==> src/rtl/axis_sample_serializer.sv <==
// Serializes SAMP_PER_CLK complex samples per input beat into one sample per clock,
// and checks input tlast placement against the FFT_LEN frame length.
module axis_sample_serializer #(
    parameter int WIDTH        = 16,
    parameter int SAMP_PER_CLK = 4,
    parameter int FFT_LEN      = 16,
    parameter int ERR_W        = 16
) (
    input  logic                            clk,
    input  logic                            rst,
    input  logic [SAMP_PER_CLK*2*WIDTH-1:0] s_axis_tdata,
    input  logic                            s_axis_tvalid,
    input  logic                            s_axis_tlast,
    output logic                            s_axis_tready,
    output logic [2*WIDTH-1:0]              m_axis_tdata,
    output logic                            m_axis_tvalid,
    output logic                            m_axis_tlast,
    input  logic                            m_axis_tready,
    output logic                            frame_err,
    output logic [ERR_W-1:0]                err_count
);

    localparam int BEATS  = FFT_LEN / SAMP_PER_CLK;
    localparam int IDX_W  = (SAMP_PER_CLK > 1) ? $clog2(SAMP_PER_CLK) : 1;
    localparam int BCNT_W = (BEATS > 1) ? $clog2(BEATS) : 1;
    localparam logic [IDX_W-1:0]  LAST_IDX  = IDX_W'(SAMP_PER_CLK - 1);
    localparam logic [BCNT_W-1:0] LAST_BEAT = BCNT_W'(BEATS - 1);

    typedef logic [2*WIDTH-1:0] cx_t;

    cx_t [SAMP_PER_CLK-1:0] samp_buf_q, samp_buf_d;
    logic [IDX_W-1:0]       idx_q, idx_d;
    logic                   full_q, full_d;
    logic                   last_q, last_d;
    logic [BCNT_W-1:0]      beat_cnt_q, beat_cnt_d;
    logic                   frame_err_q, frame_err_d;
    logic [ERR_W-1:0]       err_count_q, err_count_d;

    logic in_accept;
    logic out_xfer;
    logic exp_last;

    function automatic logic [ERR_W-1:0] sat_inc(input logic [ERR_W-1:0] v);
        return (&v) ? v : v + 1'b1;
    endfunction

    // tready depends only on registered state, m_axis_tready and rst, never on s_axis_tvalid
    assign s_axis_tready = ~rst & (~full_q | ((idx_q == LAST_IDX) & m_axis_tready));
    assign in_accept     = s_axis_tvalid & s_axis_tready;
    assign out_xfer      = full_q & m_axis_tready;
    assign exp_last      = (beat_cnt_q == LAST_BEAT);

    always_comb begin
        samp_buf_d  = samp_buf_q;
        idx_d       = idx_q;
        full_d      = full_q;
        last_d      = last_q;
        beat_cnt_d  = beat_cnt_q;
        frame_err_d = 1'b0;
        err_count_d = err_count_q;

        if (out_xfer) begin
            if (idx_q != LAST_IDX) begin
                idx_d = IDX_W'(idx_q + 1'b1);
            end else begin
                full_d = 1'b0;
            end
        end

        // A new beat overrides the drain of the previous one in the same cycle
        if (in_accept) begin
            samp_buf_d  = s_axis_tdata;
            last_d      = s_axis_tlast;
            full_d      = 1'b1;
            idx_d       = '0;
            frame_err_d = (s_axis_tlast != exp_last);
            if (frame_err_d) begin
                err_count_d = sat_inc(err_count_q);
            end
            if (s_axis_tlast || exp_last) begin
                beat_cnt_d = '0;
            end else begin
                beat_cnt_d = BCNT_W'(beat_cnt_q + 1'b1);
            end
        end
    end

    always_ff @(posedge clk) begin
        if (rst) begin
            samp_buf_q  <= '0;
            idx_q       <= '0;
            full_q      <= 1'b0;
            last_q      <= 1'b0;
            beat_cnt_q  <= '0;
            frame_err_q <= 1'b0;
            err_count_q <= '0;
        end else begin
            samp_buf_q  <= samp_buf_d;
            idx_q       <= idx_d;
            full_q      <= full_d;
            last_q      <= last_d;
            beat_cnt_q  <= beat_cnt_d;
            frame_err_q <= frame_err_d;
            err_count_q <= err_count_d;
        end
    end

    assign m_axis_tdata  = samp_buf_q[idx_q];
    assign m_axis_tvalid = full_q;
    assign m_axis_tlast  = full_q & last_q & (idx_q == LAST_IDX);
    assign frame_err     = frame_err_q;
    assign err_count     = err_count_q;

endmodule

==> config.mk <==
export PLATFORM = sky130hd
export DESIGN_NAME = axis_sample_serializer
export DESIGN_NICKNAME = d
export VERILOG_FILES = /design/src/rtl/axis_sample_serializer.sv
export SDC_FILE = /design/constraint.sdc
export NUM_CORES = 1
export LEC_CHECK = 0
export ABC_CLOCK_PERIOD_IN_PS = 2500
export BUFFER_PORTS_ARGS = -buffer_cell sky130_fd_sc_hd__buf_2
export CORE_ASPECT_RATIO = 1.25
export CORE_MARGIN = 1
export CORE_UTILIZATION = 50
export DETAILED_ROUTE_END_ITERATION = 6
export MAX_ROUTING_LAYER = met4
export PLACE_DENSITY = 0.77
export SLEW_MARGIN = 20
export SYNTH_ARGS = -nofsm -noshare
export SYNTH_HDL_FRONTEND = slang
export SYNTH_SLANG_ARGS = --single-unit
==> constraint.sdc <==
create_clock -name clk -period 2.5 [get_ports clk]
set_input_delay 0.5 -clock clk [delete_from_list [all_inputs] [get_ports clk]]
set_output_delay 0.5 -clock clk [all_outputs]
set_load 0.01 [all_outputs]
== Word-level counts from Yosys, hierarchy flattened ==
Index checks and enable logic that the tools add are counted.
Word-level totals
  register bits after elaboration: 151
  bits in latches: 0
  RAM bits: 0
  ROM bits: 0
  bits of input ports: 133
  logic and storage cells: 44
  memories kept: 0
Operators by class
  add/subtract/negate cells: 3
  multipliers: 0
  divide/modulo/power cells: 0
  magnitude comparators: 1
  equal/unequal tests: 5
  shifts and indexed selects: 0
  multiplexer cells: 6
  bitwise logic cells: 11
  reduce and logical (&&, ||, !) cells: 8
Operators with widths (count)
  32-bit binary-select mux with 2-bit select: 1
  32-bit 2-to-1 mux: 1
  16-bit by 1-bit adder with 16-bit output, second input constant: 1
  16-bit AND reduction: 1
  1-bit bitwise AND: 6
  2-bit by 1-bit adder with 2-bit output, second input constant: 2
  2-bit equality test, second input constant: 2
  2-bit != test, second input constant: 2
  1-bit inverter: 4
  2-bit AND reduction: 2
  2-bit OR reduction: 2
  2-bit by 3-bit less-than comparator with 1-bit output, second input constant: 1
  1-bit 2-to-1 mux: 3
  3-bit AND reduction: 1
  2-bit 2-to-1 mux: 1
  2-bit nonzero test: 1
  1-bit logical OR: 1
  1-bit != test: 1
  1-bit bitwise OR: 1

== Logic depth before layout (Yosys ltp) ==
  depth in word-level cells: 7
  gate-level depth with buffers: 8

== Worst setup path after synthesis ==
Ideal clock, no wire load.
  kind: input-to-output
  start point: input port rst
  end point: output port s_axis_tready
  arrival: 1.543 ns
  slack: 0.457 ns
  cell stages on the path: 5
  path through: buf_2 -> clkbuf_1 -> buf_2 -> buf_1 -> nor2_1
On the way
  cells in the longest elaborated chain, start to end: 2
RTL lines
  from (decl): line 10  | input logic rst,
  1-bit inverter: line 48  | assign s_axis_tready = ~rst & (~full_q | ((idx_q == LAST_IDX) & m_axis_tready));
  1-bit bitwise AND: line 48
  to (decl): line 14  | output logic s_axis_tready,
Every way passes these cells.

== Worst setup path after layout ==
  start point: register idx_q[1]
  end point: output port m_axis_tdata[12]
On the way
  cells in the longest elaborated chain, start to end: 2
RTL lines
  from (decl): line 32  | logic [IDX_W-1:0] idx_q, idx_d;
  from (signal assigned): line 99  | idx_q <= idx_d;
  32-bit binary-select mux with 2-bit select: line 108  | assign m_axis_tdata = samp_buf_q[idx_q];
  32-bit 2-to-1 mux (not written as such): line 108
  to (decl): line 15  | output logic [2*WIDTH-1:0] m_axis_tdata,
Every way passes these cells. The select of a mux whose other input is x is not followed.

==> run_results.csv <==
group,metric,value,unit
status,status,"finished, final reports clean",
global_route,overflow,0,
finish,nets,1015,
timing,min_period_over_period,95.5,%
finish,layout-drive-gt1-share,29.9,%
synthesis,yosys-top-cells-area,"dfxtp_1 (46%), nand2b_1 (13%), mux4_2 (11%)",
routing,first_pass_iters,4,
global_route,grt_pass1_wl,24300,µm
synthesis,synth_edf_count,0,
clocking,cts_max_level,4,
placement,dpl.hpwl,9820,µm
worst_hold_path,hold_class,"in2reg",
routing,routedWlPerCell,14.0,µm
floorplanning,dieWidth,104,µm
synthesis,avgSynthCellArea,9.09,µm²
synthesis,yosys.area.top_type,"dfxtp_1",
timing,drv_slew,0,
power_and_ir_drop,total_power,5.68,mW
floorplanning,fp.dieArea,13600,µm²
timing,setup_violations,0,
clocking,clock_sinks,151,
finish,area_delta_synth_final,24.4,%
global_route,grt_max_degree,145,
clocking,clk-insertion-delay-late,420,ps
synthesis,synth-async-reset-ratio,0,%
timing,finalHoldViolCount,0,
floorplanning,std_cell_rows,46,
synthesis,netlist_top_cells_count,"dfxtp_1 (151), nand2_1 (137), o21ai_0 (134)",
clocking,root_buffer,"clkbuf_16",
routing,ant_nets,0,
synthesis,yosysSeqAreaShare,46.1,%
synthesis,synth_most_common_cell,"dfxtp_1",
routing,viasPerCell,5.04,
power_and_ir_drop,cellPowerDensity,696,nW/µm²
clocking,path_clk_slew,60,ps
floorplanning,fp.coreArea,12700,µm²
clocking,postCtsSetupBuffers,0,
clocking,cts_resized,0,
routing,post-route-drc-count,0,
clocking,cts_buffers,17,
placement,dp_cells,1027,
timing,tightestPinTransition,557,ps
synthesis,synth_seq_cells,151,
setup_path,critPathArrivalTime,1890,ps
floorplanning,fp.dieH,130,µm
placement,port_buffers,184,
synthesis,yosysWarnings,0,
setup_path,cp_max_fo,18,
power_and_ir_drop,leakage,3.30,nW
timing,fmax,0.419,GHz
placement,gp_congestion,0.808,
routing,wl,14900,µm
global_route,grt_usage,23.3,%
setup_path,worstSetupStartpointType,"register",
synthesis,synthFlopType,"dfxtp_1",
clocking,cts_hold_buf,0,
flow_run,cap_viol_max_count,0,
finish,stdcell_count,1060,
global_route,grt_pass1_vias,5251,
timing,skew,16.5,ps
timing,min_period,2390,ps
setup_path,worstPathRequired,2000,ps
timing,slew_headroom,62.6,%
synthesis,ys_types,38,
power_and_ir_drop,vdd_drop_max,0.355,mV
timing,rsz0062_at_grt,"false",
routing,drtIter0Drc,249,
setup_path,critPathCaptureType,"primary output",
floorplanning,start_util,51.6,%
floorplanning,pin_count,185,
synthesis,syn_area,6560,µm²
synthesis,synth_top_area_share,46.1,%
synthesis,syn_nets,859,
global_route,antenna_found_initial,1,
routing,routed-via-count,5339,
setup_path,path_class,"reg2out",
clocking,cts_max_path_buffers,2,
synthesis,synthCells,722,
clocking,tritoncts,"done",
timing,setup_tns,0,ps
[worst max-delay path: stages (launching register included)]
cell and delay [ps]:
dfxtp_2 370, buf_4 350, mux4_2 580, buf_2 160
[power breakdown]
group          internal, mW  switching, mW
Sequential             2.56         0.0821
Combinational         0.278          0.265
Clock                  1.52          0.980
[flip-flops by register name, summed over array words and instances (netlist names)]
name	flops
last_q	1
beat_cnt_q	2
m_axis_tvalid	1
idx_q	2
frame_err	1
err_count	16
samp_buf_q	128
[per-stage QoR]
step | cell area (µm²) | worst slack, ps | hold slack (ps) | utilization [%]
3_5_place_dp | 7580 | 430 | 462 | 59.6
2_1_floorplan | 6560 | 457 | 445 | -
3_3_place_gp | 7580 | 442 | 455 | 59.6
5_1_grt | 8160 | 11.5 | 269 | 64.2
4_1_cts | 8160 | 75.5 | 259 | 64.2
6_report | 8160 | 111 | 269 | 64.2
[cell type report]
cell class | count | area [µm²]
Antenna cell | 1 | 2.50
Clock buffer | 20 | 457
Clock inverter | 12 | 126
Fill cell | 1093 | 4560
Inverter | 4 | 15.0
Multi-Input combinational cell | 513 | 3310
Sequential cell | 151 | 3030
Tap cell | 168 | 210
Timing Repair Buffer | 191 | 1010
[worst paths after layout]
path                     start          endpoint  slack, ps  cells past startpoint
min          s_axis_tdata[115]   samp_buf_q[115]        270                      3
max                   idx_q[1]  m_axis_tdata[12]        110                      3
min reg2reg     samp_buf_q[52]    samp_buf_q[52]        470                      2
max reg2reg           idx_q[0]   samp_buf_q[107]        460                      5
[routing by layer]
layer	part of all wire, %	global-route usage (%)
met4	2.0	10.2
met1	43	27.0
met2	51	38.6
met3	4.5	5.69
met5	0	-
[logic make-up (layout without fill, tap and decap cells)]
family	count (synthesis)	after routing	synth area share [%]
other	0	1	0
adders and majority gates	4	4	0.763
muxes	37	37	11.8
buffers and inverters	58	227	3.56
xor gates and xnor gates	10	10	1.33
AOI/OAI and AO/OA	142	142	11.4
and+or+nand+nor	320	320	25.0
DFF	151	151	46.1
[cells in the final DEF, fill, tap and decap left out, types with 2 or more instances in the layout]
cell type   synthesis  layout
nand3_1             9       9
nand2_1           137     137
dfxtp_1           151     149
mux2i_1             4       4
or3_1               2       2
o21ai_0           134     134
a21oi_1             2       2
nand4_1             3       3
clkinv_4            0       2
buf_4               0       5
nor2b_1             2       2
clkinv_2            0       5
clkbuf_8            0       2
inv_1               4       4
mux4_2             32      32
and3_1              3       3
buf_12              0       3
bufinv_16           0       2
clkinvlp_4          0       2
buf_2              13     183
ha_1                4       4
dfxtp_2             0       2
xor2_1              9       9
clkbuf_16           0      17
nor3_1              3       3
nor2_1             19      19
nand2b_1          132     132
Power figures use the tool's default switching activity.
